===== config.mk =====
export PLATFORM = sky130hd
export DESIGN_NAME = fetch_unit
export DESIGN_NICKNAME = d
export VERILOG_FILES = /design/src/rtl/fetch_unit.sv
export SDC_FILE = /design/constraint.sdc
export NUM_CORES = 1
export LEC_CHECK = 0
export BUFFER_PORTS_ARGS = -buffer_cell sky130_fd_sc_hd__buf_2
export CAP_MARGIN = 20
export CORE_MARGIN = 1
export CORE_UTILIZATION = 50
export CTS_CLUSTER_DIAMETER = 60
export DETAILED_ROUTE_END_ITERATION = 10
export GPL_TIMING_DRIVEN = 0
export PLACE_DENSITY = 0.84
export SYNTH_ARGS = -nofsm -noshare
export SYNTH_HDL_FRONTEND = slang
export SYNTH_SLANG_ARGS = --single-unit

===== constraint.sdc =====
create_clock -name clk -period 4.9 [get_ports clk]
set_input_delay 1.47 -clock clk [delete_from_list [all_inputs] [get_ports clk]]
set_output_delay 1.47 -clock clk [all_outputs]
set_load 0.01 [all_outputs]

===== src/rtl/fetch_unit.sv =====
// Instruction-fetch stage: owns the PC, issues one word request at a time and
// hands the fetched word to the decoder. Optional macro: FETCH_DELAY_SLOT_EN.
module fetch_unit #(
  parameter logic [31:0] RESET_PC = 32'h0000_0000,
  parameter int          CNT_W    = 32
) (
  input  logic             clk,
  input  logic             reset,
  output logic             imem_req,
  output logic [31:0]      imem_addr,
  input  logic             imem_ready,
  input  logic [31:0]      imem_rdata,
  output logic [31:0]      instr,
  output logic             instr_valid,
  input  logic             stall,
  input  logic             dobranch,
  input  logic             dojump,
  output logic [31:0]      pc,
  output logic [CNT_W-1:0] instret
);

  typedef enum logic {
    FETCH = 1'b0,
    ISSUE = 1'b1
  } state_t;

  state_t           state_q, state_d;
  logic             run_q;
  logic [31:0]      pc_q;
  logic [31:0]      instr_q;
  logic [CNT_W-1:0] instret_q;

  logic             accept;
  logic             retire;
  logic             taken;
  logic [31:0]      pc4;
  logic [31:0]      br_target;
  logic [31:0]      jmp_target;
  logic [31:0]      redirect_target;
  logic [31:0]      next_pc;

  // NOTE: every signal gets a default at the top of the block so that no path
  // leaves it unassigned; otherwise synthesis infers a latch.
  always_comb begin
    state_d     = state_q;
    imem_req    = 1'b0;
    instr_valid = 1'b0;
    accept      = 1'b0;
    retire      = 1'b0;
    unique case (state_q)
      FETCH: begin
        // run_q keeps the request low until the first edge after reset release.
        imem_req = run_q;
        accept   = run_q & imem_ready;
        if (accept) state_d = ISSUE;
      end
      ISSUE: begin
        instr_valid = 1'b1;
        retire      = ~stall;
        if (retire) state_d = FETCH;
      end
      default: state_d = FETCH;
    endcase
  end

  always_comb begin
    pc4             = pc_q + 32'd4;
    br_target       = pc4 + {{14{instr_q[15]}}, instr_q[15:0], 2'b00};
    jmp_target      = {pc4[31:28], instr_q[25:0], 2'b00};
    taken           = dojump | dobranch;
    redirect_target = dojump ? jmp_target : br_target;
  end

`ifdef FETCH_DELAY_SLOT_EN
  logic        pend_valid_q;
  logic [31:0] pend_target_q;

  // The slot instruction falls through to pc4; the recorded redirect lands
  // after it, and decoder outputs on the slot itself are not acted on.
  always_comb begin
    next_pc = pend_valid_q ? pend_target_q : pc4;
  end

  always_ff @(posedge clk or negedge reset) begin
    if (!reset) begin
      pend_valid_q  <= 1'b0;
      pend_target_q <= 32'h0;
    end else if (retire) begin
      if (pend_valid_q) begin
        pend_valid_q <= 1'b0;
      end else if (taken) begin
        pend_valid_q  <= 1'b1;
        pend_target_q <= redirect_target;
      end
    end
  end
`else
  always_comb begin
    next_pc = taken ? redirect_target : pc4;
  end
`endif

  // NOTE: state registers use non-blocking assignments so every flop samples
  // the pre-edge values regardless of statement order.
  always_ff @(posedge clk or negedge reset) begin
    if (!reset) begin
      state_q   <= FETCH;
      run_q     <= 1'b0;
      pc_q      <= RESET_PC;
      instr_q   <= 32'h0;
      instret_q <= '0;
    end else begin
      state_q <= state_d;
      run_q   <= 1'b1;
      if (accept) instr_q <= imem_rdata;
      if (retire) begin
        pc_q      <= next_pc;
        instret_q <= instret_q + CNT_W'(1);
      end
    end
  end

  assign imem_addr = pc_q;
  assign pc        = pc_q;
  assign instr     = instr_q;
  assign instret   = instret_q;

endmodule


==> run metrics <==
First-pass DRT Iterations=5; DIE AREA=0.0143 mm^2; maximum fanout along the worst path=9; share of the cycle needed by the critical path after routing=0.903; starting density of the core=0.517; switching share of power=0.456; r2r setup slk=0.47 ns; area of the mapped netlist=0.00693 mm^2; CTS tree=built; maximum buffer depth of the clock tree=2; Unique masters post-synth=76; DIE WIDTH=120 um; sink of the worst hold path=instret[31]; commonest non-fill, non-tap cells in the layout=162 x sky130_fd_sc_hd__buf_2, 96 x sky130_fd_sc_hd__dfrtp_1, 70 x sky130_fd_sc_hd__nand2_1; Yosys warning count=0; startpoint of the lowest-slack hold path=instret[31]; Clock transition at path regs=0.08 ns; number of buffers inserted to repair setup after CTS=0; Arr. time, crit path=4.67 ns; EDFF count, synth=0; share of final-layout standard cells stronger than drive strength 1=0.295; Antenna Diode Count=0; leakage power summed over all cells=4.08 nW; HP Class=reg -> reg; most frequent standard cell in the layout excluding fill and tap cells=sky130_fd_sc_hd__buf_2; Via Count=6422; Critical R2R Launch=imem_addr[4]; share of the yosys chip area belonging to registers=0.347; Final Non-Filler Cells=1104; achievable frequency=226 MHz; number of H-tree levels=3; total internal power=0.00253 W; setup violation total in the final timing report=0; Net Switching=0.00213 W; post-route antenna net violation count=0; wire length of the first global-routing pass=30900 um; global-route track usage on met2=0.431; post-cts repair resize count=0; depth of the worst hold-timing path=1; busiest layer in global routing=met2; Async S/R FF share, synth=1.00; min cycle time layout=4.43 ns; number of DRC markers after the initial detailed-route iteration=493; number of antenna violations at the first check in global routing=0; Gate power share=0.565; Clock Root Buffer=sky130_fd_sc_hd__clkbuf_16; Clk pwr share=0.157; sum of overflow across all layers after global routing=0; Total Routing Usage GR=0.275; worst reg-to-reg path cell count=18; mean instance size in the synthesized netlist=9.29 um^2; global-route met3 utilization=0.0347; clock sinks=96; Final GP Congestion=0.921; max-cap viol count=0; net count reported at finish=1000; Synth Register Bits=96; cell count after synthesis=746; slew margin rel.=0.439; worst clock skew=0.00678 ns; number of max-slew violations in the final report=0; total power per unit cell area=561 mW/mm^2; hold violation count in the final report=0; post-place setup slack=0.558 ns; drc violations=0; buffers added on ports=162; cts bufs inserted=9; insertion delay to the later sink of the worst-skew pair=0.36 ns; data required time at the worst endpoint=5.15 ns; r2r endpoint=imem_addr[31]; status=finished, final reports clean; crit path setup slack, layout=0.474 ns; Area Growth Syn to Fin=20.0%; row count=42; Worst Setup Path Type=reg -> reg; average routed wire per standard cell=17.6 um; global routing met1 resource utilization=0.379; launching element type of the critical path=flop; Floorplan Core Area=0.0134 mm^2; Flop pwr share=0.278; maximum resistive drop on vdd=0.351 mV; Vert. Die Dim=120 um; actual transition at the worst max-transition pin=0.842 ns; number of primary I/O pins=168; DP HPWL=14400 um; via count of the first global-routing pass=6005; most frequently used flop master after synthesis=sky130_fd_sc_hd__dfrtp_1; drt total wl=19400 um; setup tns final=0 ns; instance count after placement with tap cells included=1088; pin count of the biggest net entering global routing=70; number of hold buffers added after CTS=0; Worst setup EP type=flop; via-per-instance ratio=5.82; setup repair after global routing missed its margin=false
## sequential cells by signal, indices dropped and copies added (netlist names)
| signal | cells |
|---|---|
| imem_addr | 30 |
| instret | 32 |
| run_q | 1 |
| state_q | 1 |
| instr | 32 |
## metrics by stage
step,utilization,hold WS [ns],area (um^2),total power [W]
after global placement,0.595,0.455,7970,0.00380
final,0.620,0.474,8310,0.00466
after CTS,0.620,0.480,8310,0.00462
after global routing,0.620,0.503,8310,0.00496
after detailed placement,0.597,0.467,8000,0.00386
after floorplan,-,0.507,6940,0.00311
## critical path: stages (launching register included)
cell and delay, ns:
sky130_fd_sc_hd__dfrtp_1 0.54, sky130_fd_sc_hd__and4_1 0.25, sky130_fd_sc_hd__buf_4 0.16, sky130_fd_sc_hd__and3_1 0.25
sky130_fd_sc_hd__nand2_1 0.09, sky130_fd_sc_hd__nor3_2 0.18, sky130_fd_sc_hd__and3_1 0.30, sky130_fd_sc_hd__nand2_1 0.09
sky130_fd_sc_hd__xor2_1 0.20, sky130_fd_sc_hd__inv_1 0.08, sky130_fd_sc_hd__ha_1 0.36, sky130_fd_sc_hd__a21oi_1 0.23
sky130_fd_sc_hd__o21bai_1 0.08, sky130_fd_sc_hd__a21oi_1 0.47, sky130_fd_sc_hd__mux2i_1 0.24, sky130_fd_sc_hd__o211ai_1 0.10
sky130_fd_sc_hd__a211oi_1 0.28, sky130_fd_sc_hd__nand4_1 0.13, sky130_fd_sc_hd__a32o_1 0.29
## cell families (layout without fill, tap and decap cells)
logic type                 Yosys count  after routing  synth area share
DFF                                 96             96             0.347
muxes                               41             41            0.0652
other                                2              5           0.00108
AOI/OAI and AO/OA                  162            162             0.163
and+or+nand+nor                    257            257             0.196
buffers and inverters               74            253            0.0616
xor gates and xnor gates            75             75            0.0948
adders and majority gates           39             39            0.0715
## routing by layer
layer	vias up	share of wire	routed length, um
li1	3028	-	-
met1	3058	0.43	8350
met2	290	0.46	8990
met3	46	0.078	1520
met4	0	0.029	566
met5	-	0	0
## synthesized netlist by cell type (9+ instances only)
| master | instances | area, um^2 |
|---|---|---|
| sky130_fd_sc_hd__dfrtp_1 | 96 | 2400 |
| sky130_fd_sc_hd__nand2_1 | 70 | 263 |
| sky130_fd_sc_hd__xnor2_1 | 52 | 455 |
| sky130_fd_sc_hd__nor2_1 | 50 | 188 |
| sky130_fd_sc_hd__a21oi_1 | 43 | 215 |
| sky130_fd_sc_hd__ha_1 | 38 | 475 |
| sky130_fd_sc_hd__buf_4 | 37 | 278 |
| sky130_fd_sc_hd__nand3_1 | 37 | 185 |
| sky130_fd_sc_hd__mux2_2 | 33 | 372 |
| sky130_fd_sc_hd__xor2_1 | 23 | 201 |
| sky130_fd_sc_hd__o21ai_0 | 22 | 110 |
| sky130_fd_sc_hd__a21o_1 | 20 | 150 |
| sky130_fd_sc_hd__inv_1 | 15 | 56.3 |
| sky130_fd_sc_hd__nand4_1 | 15 | 93.8 |
| sky130_fd_sc_hd__a211oi_1 | 14 | 105 |
| sky130_fd_sc_hd__clkbuf_1 | 13 | 48.8 |
| sky130_fd_sc_hd__and3_1 | 12 | 75.1 |
| sky130_fd_sc_hd__and4_1 | 10 | 87.6 |
| sky130_fd_sc_hd__nor2b_1 | 10 | 62.6 |
| sky130_fd_sc_hd__and2_1 | 9 | 56.3 |
## final cells by class
type                       count  area (um^2)
multi-input combinational    579         4110
fill                        1121         5090
inverter                      15         56.3
clock buffer                   9          225
buffer                        59          370
sequential                    96         2400
timing repair buffer         163          841
tap                          176          220
clock inverter                 7         85.1
## power by group through the flow
stage                     clock network (W)  registers (W)  logic, W
after floorplan                           0        0.00130   0.00181
after global routing               0.000764        0.00133   0.00287
final                              0.000732        0.00130   0.00263
after global placement                    0        0.00129   0.00251
after detailed placement                  0        0.00130   0.00256
after CTS                          0.000735        0.00129   0.00260
## worst max-delay path by stage
stage / startpoint / endpoint / slack [ns] / depth (start not counted)
2_1_floorplan: imem_addr[4] / imem_addr[31] / 1.04 / 17
3_3_place_gp: imem_addr[4] / imem_addr[31] / 0.62 / 18
3_5_place_dp: imem_addr[4] / imem_addr[31] / 0.56 / 18
4_1_cts: imem_addr[4] / imem_addr[31] / 0.51 / 18
5_1_grt: imem_addr[4] / imem_addr[31] / 0.15 / 18
6_report: imem_addr[4] / imem_addr[31] / 0.47 / 18
Power figures use the tool's default switching activity.
